**src/rtl/bcd_serial_subtractor.sv**
```systemverilog
// Digit-serial packed-BCD subtractor: |a - b| plus sign, one digit per clock, LSB first.
// Optional build macro BCD_SUB_INPUT_CHECK_EN adds an invalid-digit (nibble > 9) err flag.
module bcd_serial_subtractor #(
    parameter int DIGITS = 2
) (
    input  logic                clk,
    input  logic                rst_n,
    input  logic                start,
    input  logic [4*DIGITS-1:0] a,
    input  logic [4*DIGITS-1:0] b,
    output logic                busy,
    output logic                done,
    output logic [4*DIGITS-1:0] diff,
    output logic                neg,
    output logic                err,
    output logic [1:0]          dbg_state
);

    localparam int IW = (DIGITS > 1) ? $clog2(DIGITS) : 1;

    // Handshake: start is sampled only in IDLE. busy is high in SUB and FIX.
    // done is high for exactly the one DONE cycle. diff/neg/err are valid
    // while done is high and hold until the next accepted start.
    typedef enum logic [1:0] {
        IDLE = 2'd0,
        SUB  = 2'd1,
        FIX  = 2'd2,
        DONE = 2'd3
    } state_t;

    state_t          state;
    state_t          state_nx;
    logic [4*DIGITS-1:0] a_q;
    logic [4*DIGITS-1:0] b_q;
    logic [3:0]      diff_r [DIGITS];
    logic [3:0]      a_dig  [DIGITS];
    logic [3:0]      b_dig  [DIGITS];
    logic [IW-1:0]   idx;
    logic            borrow;
    logic            neg_q;
    logic            last;
    logic [3:0]      op_a;
    logic [3:0]      op_b;
    logic [5:0]      t;
    logic            dig_borrow;
    logic [3:0]      dig_val;

    assign dbg_state = state;
    assign busy      = (state == SUB) || (state == FIX);
    assign done      = (state == DONE);
    assign neg       = neg_q;
    assign last      = (idx == IW'(DIGITS - 1));

    always_comb begin
        for (int i = 0; i < DIGITS; i++) begin
            a_dig[i]       = a_q[4*i +: 4];
            b_dig[i]       = b_q[4*i +: 4];
            diff[4*i +: 4] = diff_r[i];
        end
    end

    // SUB computes a_i - b_i - borrow; FIX reuses the same digit rule as 0 - d_i - borrow.
    always_comb begin
        op_a       = 4'd0;
        op_b       = diff_r[idx];
        if (state == SUB) begin
            op_a = a_dig[idx];
            op_b = b_dig[idx];
        end
        t          = {2'b00, op_a} - {2'b00, op_b} - {5'b00000, borrow};
        dig_borrow = t[5];
        dig_val    = dig_borrow ? (t[3:0] + 4'd10) : t[3:0];
    end

    always_ff @(posedge clk or negedge rst_n) begin
        if (!rst_n) begin
            state <= IDLE;
        end else begin
            state <= state_nx;
        end
    end

    always_comb begin
        state_nx = state;
        case (state)
            IDLE: if (start) state_nx = SUB;
            SUB: begin
                if (last) state_nx = dig_borrow ? FIX : DONE;
            end
            FIX: if (last) state_nx = DONE;
            DONE: state_nx = IDLE;
            default: state_nx = IDLE;
        endcase
    end

    always_ff @(posedge clk or negedge rst_n) begin
        if (!rst_n) begin
            a_q    <= '0;
            b_q    <= '0;
            idx    <= '0;
            borrow <= 1'b0;
            neg_q  <= 1'b0;
            for (int i = 0; i < DIGITS; i++) diff_r[i] <= 4'd0;
        end else begin
            case (state)
                IDLE: begin
                    if (start) begin
                        a_q    <= a;
                        b_q    <= b;
                        idx    <= '0;
                        borrow <= 1'b0;
                        neg_q  <= 1'b0;
                    end
                end
                SUB, FIX: begin
                    diff_r[idx] <= dig_val;
                    if (last) begin
                        idx    <= '0;
                        borrow <= 1'b0;
                        if (state == FIX) neg_q <= 1'b1;
                    end else begin
                        idx    <= idx + IW'(1);
                        borrow <= dig_borrow;
                    end
                end
                default: ;
            endcase
        end
    end

`ifdef BCD_SUB_INPUT_CHECK_EN
    logic bad_in;
    logic err_flag;
    logic err_q;

    always_comb begin
        bad_in = 1'b0;
        for (int i = 0; i < DIGITS; i++) begin
            if (a[4*i +: 4] > 4'd9 || b[4*i +: 4] > 4'd9) bad_in = 1'b1;
        end
    end

    // The flag is captured at accept but only published on entry to DONE.
    always_ff @(posedge clk or negedge rst_n) begin
        if (!rst_n) begin
            err_flag <= 1'b0;
            err_q    <= 1'b0;
        end else if (state == IDLE && start) begin
            err_flag <= bad_in;
            err_q    <= 1'b0;
        end else if (state != DONE && state_nx == DONE) begin
            err_q <= err_flag;
        end
    end

`ifndef SYNTHESIS
    always @(posedge clk) begin
        if (rst_n && state == IDLE && start && bad_in)
            $display("bcd_serial_subtractor: invalid BCD digit in a=%h b=%h", a, b);
    end
`endif

    assign err = err_q;
`else
    assign err = 1'b0;
`endif

endmodule

```
**config.mk**
```make
export PLATFORM = sky130hd
export DESIGN_NAME = bcd_serial_subtractor
export DESIGN_NICKNAME = d
export VERILOG_FILES = /design/src/rtl/bcd_serial_subtractor.sv
export SDC_FILE = /design/constraint.sdc
export NUM_CORES = 1
export LEC_CHECK = 0
export ABC_AREA = 1
export CAP_MARGIN = 10
export CORE_ASPECT_RATIO = 1.75
export CORE_MARGIN = 10
export CORE_UTILIZATION = 44
export DETAILED_ROUTE_END_ITERATION = 12
export DONT_BUFFER_PORTS = 1
export PLACE_DENSITY_LB_ADDON = 0.3
export SLEW_MARGIN = 10
export SYNTH_ARGS = -nofsm -noshare
export SYNTH_HDL_FRONTEND = slang
export SYNTH_SLANG_ARGS = --single-unit
```
**constraint.sdc**
```tcl
create_clock -name clk -period 3.8 [get_ports clk]
set_clock_uncertainty 0.15 [all_clocks]
set_input_delay 0.38 -clock clk [delete_from_list [all_inputs] [get_ports clk]]
set_output_delay 0.38 -clock clk [all_outputs]
set_load 0.005 [all_outputs]
```
==> impl_metrics.sql <==
INSERT INTO impl_metrics (metric_group, metric, value, unit) VALUES
('outcome', 'run_status', 'complete, no violations', ''),
('route', 'dr_wl_met3', '305', 'um'),
('worst_setup_path', 'critical_path_class', 'reg -> reg', ''),
('timing', 'finalMaxSlewViolations', '0', ''),
('floorplanning', 'ioPinCount', '33', ''),
('yosys', 'total_of_warnings_raised_by_yosys', '0', ''),
('yosys', 'proportion_of_netlist_area_held_by_the_largest_area_contributor', '0.4348', ''),
('final_layout', 'fraction_of_layout_instances_using_a_drive_strength_above_1', '0.09626', ''),
('route', 'detail_route.wirelength', '3529', 'um'),
('route', 'wirelength_met1', '1319', 'um'),
('clock_tree', 'clockBufferDepth', '2', ''),
('floorplanning', 'die_area', '6754', 'um^2'),
('final_layout', 'finish.net_count', '218', ''),
('worst_setup_path', 'endpoint_kind', 'flip-flop', ''),
('timing', 'timing.final.hold_violations', '0', ''),
('yosys', 'synth.top_cells.by_area', 'sky130_fd_sc_hd__dfrtp_1, sky130_fd_sc_hd__mux2_1, sky130_fd_sc_hd__nand2_1, sky130_fd_sc_hd__ha_1, sky130_fd_sc_hd__inv_1', ''),
('placement', 'port-buffer-count', '0', ''),
('worst_setup_path', 'slowest_stage', 'sky130_fd_sc_hd__fa_1', ''),
('timing', 'rsz0062_at_grt', 'no', ''),
('clock_tree', 'cts-htree-levels', '2', ''),
('timing', 'number_of_setup_violations_in_the_final_report', '0', ''),
('final_layout', 'num-fill-cells', '338', ''),
('clock_tree', 'cts.root.buffer_cell', 'sky130_fd_sc_hd__clkbuf_8', ''),
('worst_setup_path', 'critical-path-top-cell-by-count', 'sky130_fd_sc_hd__inv_1', ''),
('timing', 'finalWorstPathRequiredPeriod', '3.350', 'ns'),
('yosys', 'netlist.top_cell.by_area', 'sky130_fd_sc_hd__dfrtp_1', ''),
('yosys', 'post_synth_net_total', '215', ''),
('yosys', 'avgSynthCellArea', '9.071', 'um^2'),
('floorplanning', 'die_height', '101.5', 'um'),
('placement', 'place_worst_setup_slack', '0.4329', 'ns'),
('floorplanning', 'std_cell_rows', '29', ''),
('worst_setup_path', 'critical-path-max-stage-delay', '0.48', 'ns'),
('route', 'drt_iter0_drc', '33', ''),
('yosys', 'post-synth-top-count-cell', 'sky130_fd_sc_hd__nand2_1', ''),
('worst_setup_path', 'worst_path_dominant_cell_family', 'adder cells', ''),
('worst_setup_path', 'arrival', '3.41', 'ns'),
('worst_setup_path', 'worst-endpoint-required', '3.86', 'ns'),
('timing', 'fmax', '298.5', 'MHz'),
('yosys', 'ys_ff_latch', '29', ''),
('global_routing', 'global_route_wire_length_before_repair', '5975', 'um'),
('worst_setup_path', 'critical_path_buffer_and_inverter_count', '5', ''),
('global_routing', 'overflow', '0', ''),
('route', 'route.detailed.drc', '0', ''),
('worst_setup_path', 'path_max_fanout', '11', ''),
('route', 'detailroute.via_count', '1242', ''),
('clock_tree', 'cts.reportedPaths.clkPinSlew', '0.06', 'ns'),
('final_layout', 'flow.area_growth_from_synthesis', '8.546', '%'),
('yosys', 'synthArstFlopShare', '1.000', ''),
('placement', 'dpl.hpwl', '2875', 'um'),
('clock_tree', 'cts_tree', 'done', ''),
('yosys', 'synth_seq_area_share', '0.4348', ''),
('global_routing', 'grt_use_total', '0.1137', ''),
('clock_tree', 'post-cts-setup-buffers', '0', ''),
('global_routing', 'first_global_vias', '1295', ''),
('yosys', 'synthCells', '184', ''),
('yosys', 'synthesis.area', '1669', 'um^2'),
('route', 'uppermost_metal_layer_occupied_by_signal_nets', 'met4', ''),
('route', 'detail_route.wl_per_cell', '15.15', 'um'),
('floorplanning', 'initial_core_util', '0.4600', ''),
('timing', 'setup_ws', '0.4498', 'ns'),
('yosys', 'yosys.cell_types.count', '26', ''),
('clock_tree', 'later_pin_clock_latency_in_the_skew_report', '0.28', 'ns'),
('final_layout', 'ant_diodes', '0', ''),
('route', 'met2_wirelength', '1824', 'um'),
('floorplanning', 'die_w', '66.56', 'um'),
('route', 'drt.antenna.violating_nets', '0', ''),
('floorplanning', 'core_area', '3628', 'um^2'),
('global_routing', 'grt_start_max_net_pins', '30', ''),
('clock_tree', 'tritoncts.num_buffers', '5', ''),
('route', 'dr.pass1.iters', '4', ''),
('timing', 'min_period_over_period', '0.8816', '');
[cells by family (layout without fill, tap and decap cells)]
group | Yosys count | in the layout | share of synthesized area
buf+inv | 26 | 29 | 0.06372
simple gates | 70 | 70 | 0.1837
fa+ha+maj | 12 | 12 | 0.09445
flops | 29 | 29 | 0.4348
mux | 16 | 16 | 0.1079
xor+xnor | 1 | 1 | 0.005248
other cells | 1 | 1 | 0.002247
compound gates | 29 | 29 | 0.1080
[state kept, by name, summed over array words and instances (netlist names)]
signal / count
idx: 1
borrow: 1
neg: 1
diff: 8
a_q: 8
b_q: 8
dbg_state: 2
[layout make-up]
cell class              count  area (um^2)  area share
multi-input cells         129        837.1      0.4620
flip-flops and latches     29        725.7      0.4006
clock buffers               7        86.33     0.04765
inverters                  20        75.07     0.04144
well taps                  46        57.56     0.03177
repair buffers              2        30.03     0.01657
[final timing paths]
kind                            cells past startpoint                startpoint  slack (ns)             endpoint
worst max-delay path                               16  dbg_state[1]$_DFFE_PN0P_        0.45  diff[7]$_DFFE_PN0P_
worst min-delay path                                1                      a[7]        0.09   a_q[7]$_DFFE_PN0P_
worst max register to register                     16  dbg_state[1]$_DFFE_PN0P_        0.45  diff[7]$_DFFE_PN0P_
worst min register to register                      1        b_q[0]$_DFFE_PN0P_        0.34   b_q[0]$_DFFE_PN0P_
max in group asynchronous                           2                     rst_n        2.94  diff[0]$_DFFE_PN0P_
min in group asynchronous                           2                     rst_n        0.40      idx$_DFFE_PN0P_
[layer usage]
layer / vias to the layer above / track usage
met5: - / 0
met4: 0 / 0.05997
met3: 7 / 0.04420
met2: 47 / 0.1906
met1: 573 / 0.1175
li1: 615 / -
[worst register-to-register path, cell delays in order, from the launching register on]
cell	delay (ns)
sky130_fd_sc_hd__dfrtp_1	0.42
sky130_fd_sc_hd__inv_1	0.10
sky130_fd_sc_hd__ha_1	0.24
sky130_fd_sc_hd__inv_1	0.25
sky130_fd_sc_hd__o21ai_0	0.14
sky130_fd_sc_hd__o22ai_1	0.13
sky130_fd_sc_hd__ha_1	0.16
sky130_fd_sc_hd__inv_1	0.06
sky130_fd_sc_hd__fa_1	0.48
sky130_fd_sc_hd__inv_1	0.06
sky130_fd_sc_hd__ha_1	0.20
sky130_fd_sc_hd__xor2_1	0.22
sky130_fd_sc_hd__inv_1	0.07
sky130_fd_sc_hd__ha_1	0.22
sky130_fd_sc_hd__o211ai_1	0.22
sky130_fd_sc_hd__nand3_1	0.11
sky130_fd_sc_hd__nand2_1	0.07
[per-stage QoR]
| stage | area (um^2) | cells | hold WS [ns] | utilization |
|---|---|---|---|---|
| global placement | 1695 | 224 | -0.06434 | 0.4672 |
| floorplan | 1669 | 184 | -0.06559 | - |
| CTS | 1812 | 233 | 0.07411 | 0.4993 |
| detailed placement | 1695 | 224 | -0.06440 | 0.4672 |
| finish | 1812 | 233 | 0.08513 | 0.4993 |
| global route | 1812 | 233 | 0.07874 | 0.4993 |
[cell usage in the layout, fill, tap and decap left out, types with 2 or more instances in the layout]
| cell | count |
|---|---|
| sky130_fd_sc_hd__nand3_1 | 11 |
| sky130_fd_sc_hd__a21oi_2 | 2 |
| sky130_fd_sc_hd__inv_2 | 2 |
| sky130_fd_sc_hd__a21oi_1 | 4 |
| sky130_fd_sc_hd__o21ai_0 | 10 |
| sky130_fd_sc_hd__o22ai_1 | 2 |
| sky130_fd_sc_hd__mux2_1 | 16 |
| sky130_fd_sc_hd__dfrtp_1 | 29 |
| sky130_fd_sc_hd__nand2_1 | 41 |
| sky130_fd_sc_hd__nand3_2 | 2 |
| sky130_fd_sc_hd__nand2_2 | 3 |
| sky130_fd_sc_hd__ha_1 | 11 |
| sky130_fd_sc_hd__a32o_1 | 3 |
| sky130_fd_sc_hd__o211ai_1 | 3 |
| sky130_fd_sc_hd__nor2_1 | 11 |
| sky130_fd_sc_hd__clkbuf_8 | 6 |
| sky130_fd_sc_hd__o21ai_1 | 4 |
| sky130_fd_sc_hd__inv_1 | 18 |
[repair_timing]
action | in CTS | in global routing
gates resized for setup | 0 | 0
endpoints found under the hold margin | 29 | 0
hold buffers | 2 | 0
endpoints found under the setup margin | 0 | 0
Power is left out: the tool's default activity adds up to more than one toggle a clock period on the data nets, which glitch-free logic cannot reach.
